==> src/rtl/a25_wishbone_wbuf.sv <==
// Posted-write buffer between one Amber core port and the wishbone arbiter.
// Writes are queued in a circular FIFO; reads wait for the FIFO to drain and have one read in flight.
module a25_wishbone_wbuf #(
  parameter int DATA_WIDTH = 128,
  parameter int ADDR_WIDTH = 32,
  parameter int DEPTH      = 4
) (
  input  logic                      i_clk,
  input  logic                      i_rst_n,
  input  logic                      i_req,
  input  logic                      i_write,
  input  logic [DATA_WIDTH-1:0]     i_wdata,
  input  logic [DATA_WIDTH/8-1:0]   i_be,
  input  logic [ADDR_WIDTH-1:0]     i_addr,
  output logic [DATA_WIDTH-1:0]     o_rdata,
  output logic                      o_ready,
  output logic                      o_valid,
  input  logic                      i_accepted,
  output logic                      o_write,
  output logic [DATA_WIDTH-1:0]     o_wdata,
  output logic [DATA_WIDTH/8-1:0]   o_be,
  output logic [ADDR_WIDTH-1:0]     o_addr,
  input  logic [DATA_WIDTH-1:0]     i_rdata,
  input  logic                      i_rdata_valid,
  output logic [$clog2(DEPTH):0]    o_count,
  output logic                      o_empty
);

  localparam int PW = $clog2(DEPTH);
  localparam int CW = PW + 1;
  localparam int BW = DATA_WIDTH / 8;

  typedef enum logic {
    IDLE,
    RD_WAIT
  } state_t;

  state_t                state_reg;
  logic [PW-1:0]         wr_ptr_reg;
  logic [PW-1:0]         rd_ptr_reg;
  logic [CW-1:0]         count_reg;
  logic [CW-1:0]         count_next;

  logic [DATA_WIDTH-1:0] wdata_mem [DEPTH];
  logic [BW-1:0]         be_mem    [DEPTH];
  logic [ADDR_WIDTH-1:0] addr_mem  [DEPTH];

  logic fifo_nonempty;
  logic in_idle;
  logic pop;
  logic bypass;
  logic space;
  logic push;
  logic rd_done;

  assign fifo_nonempty = (count_reg != '0);
  assign in_idle       = (state_reg == IDLE);

  // The buffer always has priority on the bus so writes leave in issue order
  // and a read can only be presented once every buffered write has gone.
  assign o_valid = (fifo_nonempty | i_req) & in_idle & i_rst_n;
  assign o_write = fifo_nonempty ? 1'b1 : i_write;
  assign o_wdata = fifo_nonempty ? wdata_mem[rd_ptr_reg] : i_wdata;
  assign o_addr  = fifo_nonempty ? addr_mem[rd_ptr_reg] : i_addr;
  assign o_be    = fifo_nonempty ? be_mem[rd_ptr_reg] : (i_write ? i_be : {BW{1'b1}});

  assign pop     = fifo_nonempty & o_valid & i_accepted;
  assign bypass  = ~fifo_nonempty & o_valid & i_accepted;
  // A full buffer still takes a write when the head leaves in the same cycle.
  assign space   = (count_reg != CW'(DEPTH)) | pop;
  assign push    = i_rst_n & i_req & i_write & ~bypass & space;
  assign rd_done = i_rst_n & (state_reg == RD_WAIT) & i_rdata_valid;

  assign o_ready    = (i_req & i_write & (bypass | push)) | rd_done;
  assign o_rdata    = i_rdata;
  assign o_count    = count_reg;
  assign o_empty    = (count_reg == '0) & in_idle;
  assign count_next = count_reg + CW'(push) - CW'(pop);

  // Entry storage carries no reset; only the pointers and count define validity.
  always_ff @(posedge i_clk) begin
    if (push) begin
      wdata_mem[wr_ptr_reg] <= i_wdata;
      be_mem[wr_ptr_reg]    <= i_be;
      addr_mem[wr_ptr_reg]  <= i_addr;
    end
  end

  always_ff @(posedge i_clk or negedge i_rst_n) begin
    if (!i_rst_n) begin
      state_reg  <= IDLE;
      wr_ptr_reg <= '0;
      rd_ptr_reg <= '0;
      count_reg  <= '0;
    end else begin
      if (push) begin
        wr_ptr_reg <= wr_ptr_reg + PW'(1);
      end
      if (pop) begin
        rd_ptr_reg <= rd_ptr_reg + PW'(1);
      end
      count_reg <= count_next;
      unique case (state_reg)
        IDLE: begin
          if (o_valid & ~o_write & i_accepted) begin
            state_reg <= RD_WAIT;
          end
        end
        RD_WAIT: begin
          if (i_rdata_valid) begin
            state_reg <= IDLE;
          end
        end
        default: state_reg <= IDLE;
      endcase
    end
  end

endmodule

==> config.mk <==
export PLATFORM = sky130hd
export DESIGN_NAME = a25_wishbone_wbuf
export DESIGN_NICKNAME = d
export VERILOG_FILES = /design/src/rtl/a25_wishbone_wbuf.sv
export SDC_FILE = /design/constraint.sdc
export NUM_CORES = 1
export LEC_CHECK = 0
export BUFFER_PORTS_ARGS = -buffer_cell sky130_fd_sc_hd__buf_2
export CORE_ASPECT_RATIO = 0.7
export CORE_MARGIN = 1.5
export CORE_UTILIZATION = 49
export CTS_CLUSTER_DIAMETER = 80
export DETAILED_ROUTE_END_ITERATION = 6
export PLACE_DENSITY = 0.87
export SETUP_SLACK_MARGIN = 0.5
export SYNTH_ARGS = -nofsm -noshare
export SYNTH_HDL_FRONTEND = slang
export SYNTH_SLANG_ARGS = --single-unit
==> constraint.sdc <==
create_clock -name i_clk -period 14.7 [get_ports i_clk]
set_clock_uncertainty 0.15 [all_clocks]
set_input_delay 1.47 -clock i_clk [delete_from_list [all_inputs] [get_ports i_clk]]
set_output_delay 1.47 -clock i_clk [all_outputs]
set_load 0.05 [all_outputs]
==> out/qor.csv <==
stage,metric,value,unit
status,run status,completed,
cts,count of buffers added by post-CTS timing repair for setup,0,
placed_design,final weighted congestion in routability-driven placement,0.767,
yosys,dominant cell type by area after synthesis,sky130_fd_sc_hd__edfxtp_1,
die,starting density of the core,49.7,%
placed_design,IO Port Bufs,364,
worst_setup_path,critical path data required time,13.08,ns
layout,fraction of layout cells with a size suffix above 1,33.8,%
die,floorplan die area,0.0609,mm²
die,count of standard-cell rows,74,
global_route,wire length of the first global-routing pass,97400,µm
cts,clock latency of the later-clocked register in the worst-skew pair,0.58,ns
layout,most flop-heavy register,wdata_mem,
cts,H-tree depth,3,
cts,number of buffers created by CTS,68,
global_route,maximum number of pins on one net before global-route repair,140,
yosys,Synth warnings,0,
yosys,average instance area after synthesis,17.4,µm²
pwr,total internal power,4.22,mW
placed_design,HPWL after detailed placement,39300,µm
route,Pre-antenna DRT Iters,5,
yosys,flop and latch count out of synthesis,712,
timing,Slew Limit Headroom,27.6,%
yosys,biggest area contributors in the synthesized netlist,"sky130_fd_sc_hd__edfxtp_1, sky130_fd_sc_hd__mux4_2, sky130_fd_sc_hd__nand2_1, sky130_fd_sc_hd__buf_4, sky130_fd_sc_hd__buf_2",
route,detailed-route wire length per cell,23.8,µm
pwr,net switching component of the power,3.14,mW
timing,measured slew at the worst slew-check pin,1.08,ns
global_route,global router's overall resource usage,21.3,%
pwr,share of power burned in combinational logic,43.4,%
layout,final cell count without fillers,2770,
timing,Peak Freq,171,MHz
pwr,leakage dissipation,11.8,nW
yosys,fraction of post-synthesis cell area in the top cell type by area,72.6,%
layout,Finished Core Util,56.1,%
global_route,total grt overflow,0,
pwr,part of the total power dissipated in the clock network,23.0,%
route,remaining design rule violation count,0,
yosys,sequential-to-total area share from yosys stat,73.3,%
job,max-capacitance violation count,0,
layout,multi-input combinational cell area,0.00629,mm²
yosys,most instantiated cells after synthesis,"sky130_fd_sc_hd__edfxtp_1, sky130_fd_sc_hd__nand2_1, sky130_fd_sc_hd__mux4_2",
yosys,Post-Syn Nets,1991,
timing,final hold violation count,0,
yosys,Netlist cell types,33,
layout,Area Overhead vs Synth,12.9,%
layout,max reg flops,512,
global_route,vias in the first global route,16100,
worst_setup_path,critical path data arrival time,4.24,ns
timing,setup repair after global routing missed its margin,no,
worst_setup_path,crit path kind,flop to output pin,
die,Horiz. Die Dim,294,µm
cts,count of clock tree sinks,712,
cts,count of hold buffers inserted by post-cts repair,0,
cts,CTS tree,built,
yosys,netlist area before placement,0.0291,mm²
yosys,count of flip-flops with a built-in enable after synthesis,704,
cts,Root Driver,sky130_fd_sc_hd__clkbuf_16,
cts,clk slew on worst S/H paths,0.06,ns
cts,Clock Path Buffers,3,
timing,Finish-stage setup viols,0,
layout,register cell area after layout,0.0213,mm²
global_route,number of antenna violations at the first check in global routing,9,
worst_setup_path,CP max FO,49,
cts,number of cells upsized or downsized after cts,0,
route,routed wire length,65800,µm
route,Detailed Route Iter0 Violations,1387,
pwr,largest voltage drop on the vdd net,169,µV
route,routed vias,15700,
yosys,cells after synthesis,1674,
pwr,cell area power density,224,mW/mm²
route,Final ANT Viol Nets,0,
die,Die Ht,207,µm
worst_setup_path,launching element type of the critical path,flop,
worst_setup_path,critical path capture point type,output pin,
placed_design,instance area at placement,0.0307,mm²
yosys,dominant synthesized flop cell,sky130_fd_sc_hd__edfxtp_1,
worst_setup_path,source of the worst register-to-register timing path,o_count[1],
layout,cell area after layout,0.0329,mm²
die,Core Footprint,0.0585,mm²
layout,total of fill cells in the finished design,4312,
placed_design,cell count after placement,2647,
layout,Final Net Count,2236,
timing,Final min period,5.86,ns
hold_path,hold path startpoint,wr_ptr_reg[0],
yosys,most frequent cell after synthesis,sky130_fd_sc_hd__edfxtp_1,
route,ratio of routed vias to standard cells,5.65,
layout,registers with the most flip-flops,"wdata_mem (512), addr_mem (128), be_mem (64)",
pwr,overall power,7.36,mW
timing,portion of the clock cycle consumed by the worst path in the final layout,39.9,%
timing,Final Slew Violations,0,
worst_setup_path,Critical Path Start,rd_ptr_reg[0],
yosys,proportion of register bits with asynchronous set or reset after synthesis,1.12,%
pwr,Flop pwr share,33.6,%
die,IO Count,621,
hold_path,kind of path behind the tightest hold check,flop to flop,
pwr,Switching Share,42.7,%
## per-layer routing
metal  vias up  GRT usage [%]  part of all wire (%)
met5         -          0.865                  0.22
met3       153           8.23                    10
met2       885           33.6                    48
met1      7921           27.6                    39
li1       6689              -                     -
met4        14           6.44                   2.3
## power by group through the flow
stage | Sequential (mW) | Combinational [mW] | Clock (mW)
floorplan | 2.49 | 2.64 | 0
finish | 2.47 | 3.20 | 1.69
global placement | 2.51 | 3.17 | 0
detailed placement | 2.52 | 3.20 | 0
CTS | 2.48 | 3.22 | 1.72
global route | 2.49 | 3.37 | 1.79
## cells by family after synthesis
group           Yosys count  synth area share (%)
compound gates           24                 0.550
xor+xnor                  4                 0.120
fa+ha+maj                 7                 0.327
buf+inv                 231                  5.21
flops                   712                  73.3
mux                     176                  13.6
simple gates            520                  6.87
## placed cells by master (no fill, tap or decap), types with 11 or more instances in the layout
cell                        count
sky130_fd_sc_hd__mux4_2       176
sky130_fd_sc_hd__nand2_1      483
sky130_fd_sc_hd__nor2_1        20
sky130_fd_sc_hd__clkbuf_1      11
sky130_fd_sc_hd__buf_2        364
sky130_fd_sc_hd__a31oi_1       16
sky130_fd_sc_hd__inv_1         22
sky130_fd_sc_hd__clkbuf_16     69
sky130_fd_sc_hd__clkinv_1      14
sky130_fd_sc_hd__buf_4         18
sky130_fd_sc_hd__edfxtp_1     704
## path summary, 6_finish.rpt
kind	cells after the start	slack, ns	endpoint
setup / recovery	6	8.84	o_wdata[92]
hold / removal	2	0.52	wr_ptr_reg[0]
setup reg to reg	5	10.69	wdata_mem[2][35]
hold reg to reg	2	0.52	wr_ptr_reg[0]
max in group asynchronous	1	13.54	rd_ptr_reg[1]
min in group asynchronous	1	0.61	state_reg
## layout make-up
cell class,count,share of cell area (%)
multi-input cells,731,19.1
well taps,798,3.04
flip-flops and latches,712,65.0
diodes,3,0.0229
inverters,22,0.251
clock inverters,40,1.11
clock buffers,80,5.38
repair buffers,384,6.08
## stage by stage
step | worst slack [ns] | TNS (ns) | hold WS [ns]
6_report | 8.84 | 0 | 0.519
3_5_place_dp | 9.27 | 0 | 0.497
5_1_grt | 8.41 | 0 | 0.524
2_1_floorplan | -1.23 | -864.47 | 0.409
4_1_cts | 8.61 | 0 | 0.503
3_3_place_gp | 9.29 | 0 | 0.436
## critical path, stage by stage (launching register included)
cell and delay, ns:
sky130_fd_sc_hd__dfrtp_4 0.96, sky130_fd_sc_hd__buf_4 0.74, sky130_fd_sc_hd__buf_4 0.87, sky130_fd_sc_hd__mux4_2 0.60
sky130_fd_sc_hd__nand2_1 0.09, sky130_fd_sc_hd__nand2_1 0.11, sky130_fd_sc_hd__buf_2 0.23
No activity file was read; power rests on OpenSTA's default activity.
